### src/rtl/uart_tx_arbiter.sv
// uart_tx_arbiter
//   Round-robin scheduler sharing one UART transmitter among N_REQ clients.
//   Each transfer: grant the next requester after the previous owner, latch its
//   payload onto DataIn, hold NewData for NEWDATA_CYCLES clocks, wait for a
//   fresh rising edge on DoneTx (or abort after TIMEOUT_CYCLES), then keep the
//   transmitter idle for GAP_CYCLES clocks before arbitrating again.
// Ports
//   CLK_Baudin : clock, all logic on the rising edge
//   RstTx      : synchronous active-high reset
//   Req        : level request per requester
//   ReqData    : payloads, requester i at [i*DATA_W +: DATA_W]
//   Gnt        : one-hot current owner, LOAD entry until release
//   Ack        : one-clock pulse to the owner on a completed transfer
//   Err        : one-clock pulse on a watchdog abort
//   Busy       : high whenever the scheduler is not idle
//   DataIn     : payload to the transmitter, stable from grant until release
//   NewData    : start strobe to the transmitter
//   DoneTx     : transmitter done level, only rising edges count
module uart_tx_arbiter #(
    parameter int unsigned N_REQ          = 4,
    parameter int unsigned DATA_W         = 32,
    parameter int unsigned NEWDATA_CYCLES = 50,
    parameter int unsigned GAP_CYCLES     = 100,
    parameter int unsigned TIMEOUT_CYCLES = 4096
) (
    input  logic                      CLK_Baudin,
    input  logic                      RstTx,
    input  logic [N_REQ-1:0]          Req,
    input  logic [N_REQ*DATA_W-1:0]   ReqData,
    output logic [N_REQ-1:0]          Gnt,
    output logic [N_REQ-1:0]          Ack,
    output logic                      Err,
    output logic                      Busy,
    output logic [DATA_W-1:0]         DataIn,
    output logic                      NewData,
    input  logic                      DoneTx
);

    localparam int unsigned OW     = $clog2(N_REQ);
    localparam int unsigned MAX_AB = (NEWDATA_CYCLES > GAP_CYCLES) ? NEWDATA_CYCLES : GAP_CYCLES;
    localparam int unsigned MAXC   = (MAX_AB > TIMEOUT_CYCLES) ? MAX_AB : TIMEOUT_CYCLES;
    localparam int unsigned CW     = $clog2(MAXC + 1);

    localparam logic [CW-1:0] ND_LAST  = CW'(NEWDATA_CYCLES - 1);
    localparam logic [CW-1:0] GAP_LAST = CW'(GAP_CYCLES - 1);
    localparam logic [CW-1:0] TO_LAST  = CW'(TIMEOUT_CYCLES - 1);
    localparam logic [CW-1:0] CNT_ONE  = CW'(1);

    typedef enum logic [1:0] {
        IDLE,
        LOAD,
        WAIT_DONE,
        GAP
    } state_t;

    state_t              state_q, state_d;
    logic [CW-1:0]       cnt_q, cnt_d;
    logic [OW-1:0]       owner_q, owner_d;
    logic [OW-1:0]       last_q, last_d;
    logic [N_REQ-1:0]    gnt_q, gnt_d;
    logic [N_REQ-1:0]    ack_q, ack_d;
    logic                err_q, err_d;
    logic [DATA_W-1:0]   data_q, data_d;
    logic                nd_q, nd_d;
    logic                done_q;
    logic                done_rise;

    logic                found;
    logic [31:0]         scan_idx;
    logic [OW-1:0]       win_idx;
    logic [DATA_W-1:0]   win_data;

    assign done_rise = DoneTx & ~done_q;

    // Round-robin pick: first requester found scanning upward from the one
    // after the previous owner, wrapping modulo N_REQ.
    always_comb begin
        found    = 1'b0;
        scan_idx = '0;
        win_idx  = '0;
        for (int unsigned k = 1; k <= N_REQ; k++) begin
            scan_idx = (32'(last_q) + k) % N_REQ;
            if (!found && Req[scan_idx]) begin
                found   = 1'b1;
                win_idx = OW'(scan_idx);
            end
        end
        win_data = '0;
        for (int unsigned i = 0; i < N_REQ; i++) begin
            if (OW'(i) == win_idx) begin
                win_data = ReqData[i*DATA_W +: DATA_W];
            end
        end
    end

    always_comb begin
        state_d = state_q;
        cnt_d   = cnt_q;
        owner_d = owner_q;
        last_d  = last_q;
        gnt_d   = gnt_q;
        ack_d   = '0;
        err_d   = 1'b0;
        data_d  = data_q;
        nd_d    = nd_q;
        case (state_q)
            IDLE: begin
                if (|Req) begin
                    owner_d          = win_idx;
                    gnt_d            = '0;
                    gnt_d[win_idx]   = 1'b1;
                    data_d           = win_data;
                    nd_d             = 1'b1;
                    cnt_d            = '0;
                    state_d          = LOAD;
                end
            end
            LOAD: begin
                // Any DoneTx edge here belongs to an earlier transfer.
                if (cnt_q == ND_LAST) begin
                    nd_d    = 1'b0;
                    cnt_d   = '0;
                    state_d = WAIT_DONE;
                end else begin
                    cnt_d = cnt_q + CNT_ONE;
                end
            end
            WAIT_DONE: begin
                cnt_d = cnt_q + CNT_ONE;
                // A done edge arriving on the timeout clock still counts as success.
                if (done_rise) begin
                    ack_d[owner_q] = 1'b1;
                    gnt_d          = '0;
                    last_d         = owner_q;
                    cnt_d          = '0;
                    state_d        = GAP;
                end else if (cnt_q == TO_LAST) begin
                    err_d   = 1'b1;
                    gnt_d   = '0;
                    last_d  = owner_q;
                    cnt_d   = '0;
                    state_d = GAP;
                end
            end
            GAP: begin
                if (cnt_q == GAP_LAST) begin
                    cnt_d   = '0;
                    state_d = IDLE;
                end else begin
                    cnt_d = cnt_q + CNT_ONE;
                end
            end
            default: begin
                state_d = IDLE;
            end
        endcase
    end

    always_ff @(posedge CLK_Baudin) begin
        if (RstTx) begin
            state_q <= IDLE;
            cnt_q   <= '0;
            owner_q <= '0;
            last_q  <= OW'(N_REQ - 1);
            gnt_q   <= '0;
            ack_q   <= '0;
            err_q   <= 1'b0;
            data_q  <= '0;
            nd_q    <= 1'b0;
            done_q  <= 1'b0;
        end else begin
            state_q <= state_d;
            cnt_q   <= cnt_d;
            owner_q <= owner_d;
            last_q  <= last_d;
            gnt_q   <= gnt_d;
            ack_q   <= ack_d;
            err_q   <= err_d;
            data_q  <= data_d;
            nd_q    <= nd_d;
            done_q  <= DoneTx;
        end
    end

    assign Gnt     = gnt_q;
    assign Ack     = ack_q;
    assign Err     = err_q;
    assign Busy    = (state_q != IDLE);
    assign DataIn  = data_q;
    assign NewData = nd_q;

endmodule
### config.mk
export PLATFORM = sky130hd
export DESIGN_NAME = uart_tx_arbiter
export DESIGN_NICKNAME = d
export VERILOG_FILES = /design/src/rtl/uart_tx_arbiter.sv
export SDC_FILE = /design/constraint.sdc
export NUM_CORES = 1
export LEC_CHECK = 0
export BUFFER_PORTS_ARGS = -buffer_cell sky130_fd_sc_hd__buf_2
export CAP_MARGIN = 25
export CORE_ASPECT_RATIO = 0.5
export CORE_MARGIN = 2
export CORE_UTILIZATION = 41
export DETAILED_ROUTE_END_ITERATION = 6
export PLACE_DENSITY_LB_ADDON = 0.1
export REMOVE_ABC_BUFFERS = 1
export SYNTH_ARGS = -nofsm -noshare
export SYNTH_HDL_FRONTEND = slang
export SYNTH_SLANG_ARGS = --single-unit
### constraint.sdc
create_clock -name CLK_Baudin -period 2 [get_ports CLK_Baudin]
set_input_delay 0.4 -clock CLK_Baudin [delete_from_list [all_inputs] [get_ports CLK_Baudin]]
set_output_delay 0.4 -clock CLK_Baudin [all_outputs]
set_load 0.005 [all_outputs]
# [After elaboration in Yosys (flattened, before gate mapping)]
# Cells that the tools add are included.
[totals] wordCells=107 out_inout_bits=43 register_bits=62 input_bits=135
[classes] n_reduce_logical=22 mux=45 bitwise_logic=4 eq_ne=13 addsub=5 order_cmp=8
[op_table] operator="$mux 32" count=4
[op_table] operator="$mux 13" count=5
[op_table] operator="$pmux 13 s4" count=1
[op_table] operator="$mux 2" count=11
[op_table] operator="$lt 2x3->1 const B" count=6
[op_table] operator="$add 13x1->13 const B" count=1
[op_table] operator="$eq 13x12->1 const B" count=1
[op_table] operator="$eq 13x6->1 const B" count=1
[op_table] operator="$eq 13x7->1 const B" count=1
[op_table] operator="$mux 1" count=12
[op_table] operator="$mux 4" count=3
[op_table] operator="$bmux 1 s2" count=4
[op_table] operator="$pmux 2 s4" count=1
[op_table] operator="$pmux 4 s2" count=1
[op_table] operator="$reduce_bool 2->1" count=4
[op_table] operator="$ne 2x2->1 const B" count=3
[op_table] operator="$reduce_and 3->1" count=2
[op_table] operator="$reduce_or 3->1" count=2
[op_table] operator="$logic_and 1x1->1" count=5
[op_table] operator="$add 2x1->2 const B" count=2
[op_table] operator="$add 2x2->2 const B" count=2
[op_table] operator="$demux 1 s2" count=2
[op_table] operator="$eq 2x2->1 const A" count=2
[op_table] operator="$eq 2x2->1 const B" count=2
[op_table] operator="other kinds (12)" count=19

# [Longest topological paths before layout]
[logic_depth] word_depth=19 ltp_mapped=9 mapped_depth_nobuf=7

# [Worst setup path after synthesis]
# No wires, ideal clock.
[synth_timing] kind="register -> register" startpoint="register cnt_q[8]" endpoint="register cnt_q[3]" path_buffers=2 setup_time_ps=124 setup_slack_ps=-59 t_arrival_ps=1935 synth_period_minus_slack_ps=2059 stages_incl_launch_ff=8 required_time_ps=1876 path_cell_list="dfxtp_1 or4_4 o41ai_4 o221ai_2 buf_6 clkbuf_1 a31oi_1 o22ai_1"
[synth_via] elab_chain_cells=4 elab_cells_between_ends=8 cone_classes="eq/ne: 3; mux: 5"
[synth_lines] item="from (decl)" line="57" rtl="logic [CW-1:0] cnt_q, cnt_d;"
[synth_lines] item="from (signal assigned)" line="173" rtl="cnt_q <= cnt_d;"
[synth_lines] item="$eq 13x12->1" line="137" rtl="end else if (cnt_q == TO_LAST) begin"
[synth_lines] item="$mux 13" line="137"
[synth_lines] item="$mux 13" line="131" rtl="if (done_rise) begin"
[synth_lines] item="$pmux 13 s4 *" line="106" rtl="case (state_q)"
# Mark *: on every way between the ends. The rest lies on a longest branch, timed or not.
# A chain may end at the register's enable or synchronous reset.

# [Worst setup path in the final report]
[layout_timing] startpoint="register cnt_q[11]" endpoint="register state_q[1]"
[layout_via] elab_chain_cells=3 elab_cells_between_ends=7 cone_classes="eq/ne: 6; reduce/logical: 1"
[layout_lines] item="$eq 13x12->1, or another cell as far along" line="137"
[layout_lines] item="$ne 3x3->1 (no source line) or $ne 2x2->1 (tied branches)"
[layout_lines] item="$reduce_and 4->1 (no source line) *"
[layout_lines] item="to (signal assigned)" line="172" rtl="state_q <= state_d;"
[layout_lines] item="to (decl)" line="56" rtl="state_t state_q, state_d;"
# Marks and branches as above.

==> flow_summary.ini <==
[timing]
fin_setup_tns_ns = -0.125
rsz0062_at_grt = yes
finalClockSkew_ns = 0.00821
fin_crit_sh = 1.02
hold_viol = 0
tightest_slew_ns = 0.466
setup_viol = 5
worst_slack_ns = -0.0363
slew-limit-headroom = 0.687
period_needed_ns = 2.04
drv_slew = 0
clock.fmax_mhz = 491

[power]
power_density_nw_per_um2 = 1050
leakage_nw = 2.46
report.power.total_mw = 5.27
ir_drop_mv = 0.549

[setup_path]
cp.arrival_ns = 2.29
worstSetupPathType = register to register
critical_path_required_ns = 2.25
crit_path_max_fanout = 5
worstSetupStartpointType = register
critPathCaptureType = register

[yosys]
synthFlopType = dfxtp_1
synth_edf_count = 0
yosysTopAreaCell = dfxtp_1
synth_warnings = 0
synthDominantCellAreaShare = 0.365
ys_seq_area_frac = 0.365
syn-cell-area_um2 = 3400
ys_types = 47
yosysMostFrequentCell = mux2i_1
synth-async-reset-ratio = 0
postSynthCellCount = 371
yosys_register_bits = 62
synth.top_cells.by_count = 69 x mux2i_1, 62 x dfxtp_1, 51 x nand2_1, 32 x o221ai_1, 16 x inv_1
synth_area_leaders = dfxtp_1 36%, mux2i_1 20%, o221ai_1 8.2%, nand2_1 5.6%, ha_1 2.6%
syn_avg_cell_area_um2 = 9.17

[global_routing]
grt_pass1_wl_mm = 15.8
antenna_found_initial = 0
grt_remaining_overflow = 0
grt_max_degree = 33
first_global_vias = 3425
grt.total_usage = 0.220

[run_status]
violations = negative setup slack
outcome = finished, violations left

[placed_design]
gp_congestion = 0.858
io_buffers = 177
hpwl_mm = 7.47
placed_cell_area_um2 = 4680
post-place-cells = 674

[routing]
drcViolationCount = 0
drt-initial-drc-count = 164
routed_wl_mm = 9.83
vias = 3500
viasPerCell = 5.07
ant_nets = 0
drt_pass1_iterations = 4
avgRoutedWirePerCell_um = 14.2

[floorplanning]
die_area_um2 = 9090
fp.dieW_um = 133
ios = 178
core_um2 = 8030
start_util = 0.424
die_h_um = 68.4
fp-row-count = 23

[finish]
stdcell_count = 691
final_nets = 716
area_delta_synth_final_pct = 47.3
design_area_um2 = 5010
num_antenna_cells = 0
fill_cells = 715
drive_above_1_share = 0.420

[cts]
cts_tree = done
clock_sinks = 62
holdBufCountCts = 0
cts_buffers = 9
cts_htree_levels = 3
cts_root_buffer = clkbuf_16
clock_latency_ns = 0.32
clkTransAtPathRegs_ns = 0.05
ctsLongestPathBuffers = 2

[min_path]
hold_class = input pin to register

[run]
max_cap_violations = 0
==> per-stage QoR <==
stage | hold WS [ns] | setup WS (ns) | utilization
floorplan | 0.437 | -0.563 | -
CTS | 0.313 | -0.0300 | 0.624
global route | 0.344 | -0.191 | 0.624
detailed placement | 0.443 | -0.0359 | 0.583
global placement | 0.439 | 0.0214 | 0.583
finish | 0.319 | -0.0363 | 0.624
==> sequential cells by signal (all words and copies together) (netlist names) <==
signal	cells
last_q	2
NewData	1
cnt_q	13
Gnt	4
owner_q	2
done_q	1
DataIn	32
state_q	2
Err	1
Ack	4
==> per-layer routing <==
layer,track usage,part of all wire
met1,0.250,0.43
met2,0.412,0.51
met3,0.0622,0.045
met4,0.0672,0.0087
met5,0,0
==> final cells by class <==
cell class,instances,area (um^2),area share
Clock buffer,12,246,0.0492
Multi-Input combinational cell,268,2000,0.399
Sequential cell,62,1240,0.248
Inverter,16,60.1,0.0120
Timing Repair Buffer,217,1250,0.250
Tap cell,112,140,0.0280
Clock inverter,4,70.1,0.0140
==> cell usage in the layout, fill, tap and decap left out, types with 2 or more instances in the layout <==
cell type  instances
a211o_1            2
o221ai_1          32
nand2_1           51
clkbuf_16          9
buf_12             5
and3_1             2
clkbuf_1           2
nor3b_1            4
clkinv_2           2
nor4_1             2
nor3_1             5
o21ai_0            3
ha_1               6
bufinv_16          2
mux2i_1           69
buf_4             34
nor2_1            14
nor2b_1            2
a211oi_1           3
a31oi_1            9
nand3_1            6
nand2b_1           6
o22ai_1            3
o2bb2ai_1          3
dfxtp_1           61
nor4_2             2
or4b_1             2
buf_2            177
xor2_1             2
inv_1             16
a21oi_1            9
nand4_1            9
nand3b_1           3
==> kinds of logic (layout without fill, tap and decap cells) <==
| kind of cell | after synthesis | in the layout | synth area share |
|---|---|---|---|
| simple gates | 117 | 117 | 0.178 |
| xor+xnor | 2 | 2 | 0.00515 |
| flops | 62 | 62 | 0.365 |
| buf+inv | 41 | 249 | 0.0515 |
| mux | 69 | 69 | 0.203 |
| fa+ha+maj | 7 | 7 | 0.0257 |
| compound gates | 73 | 73 | 0.172 |
==> path summary, 6_finish.rpt <==
check / startpoint / endpoint / slack (ns) / cells after the start
worst min-delay path: DoneTx / done_q$_SDFF_PP0_ / 0.32 / 2
worst min register to register: Gnt[2]$_SDFFE_PP0P_ / Gnt[2]$_SDFFE_PP0P_ / 0.45 / 1
worst max-delay path: cnt_q[11]$_SDFFE_PP0P_ / state_q[1]$_SDFFE_PP0P_ / -0.04 / 5
worst max register to register: cnt_q[11]$_SDFFE_PP0P_ / state_q[1]$_SDFFE_PP0P_ / -0.04 / 5
==> where the power goes <==
group          internal, mW  leakage [nW]  switching, mW
clock network          1.12         0.157          0.527
registers              1.53         0.509          0.158
logic                 0.950          1.79          0.994
total                  3.60          2.46           1.68
==> critical path, cell delays in order (launching register included) <==
cell and delay [ns]:
dfxtp_1 0.31, or4_4 0.56, o41ai_4 0.38, o221ai_2 0.22, or3b_1 0.39, a21oi_1 0.12
==> repair_timing <==
item | CTS | global route
endpoints found under the setup margin | 8 | 15
gates resized for setup | 1 | 2
buffers inserted | 1 | 0
pin swaps | 1 | 1
(Power assumes the default switching activity.)
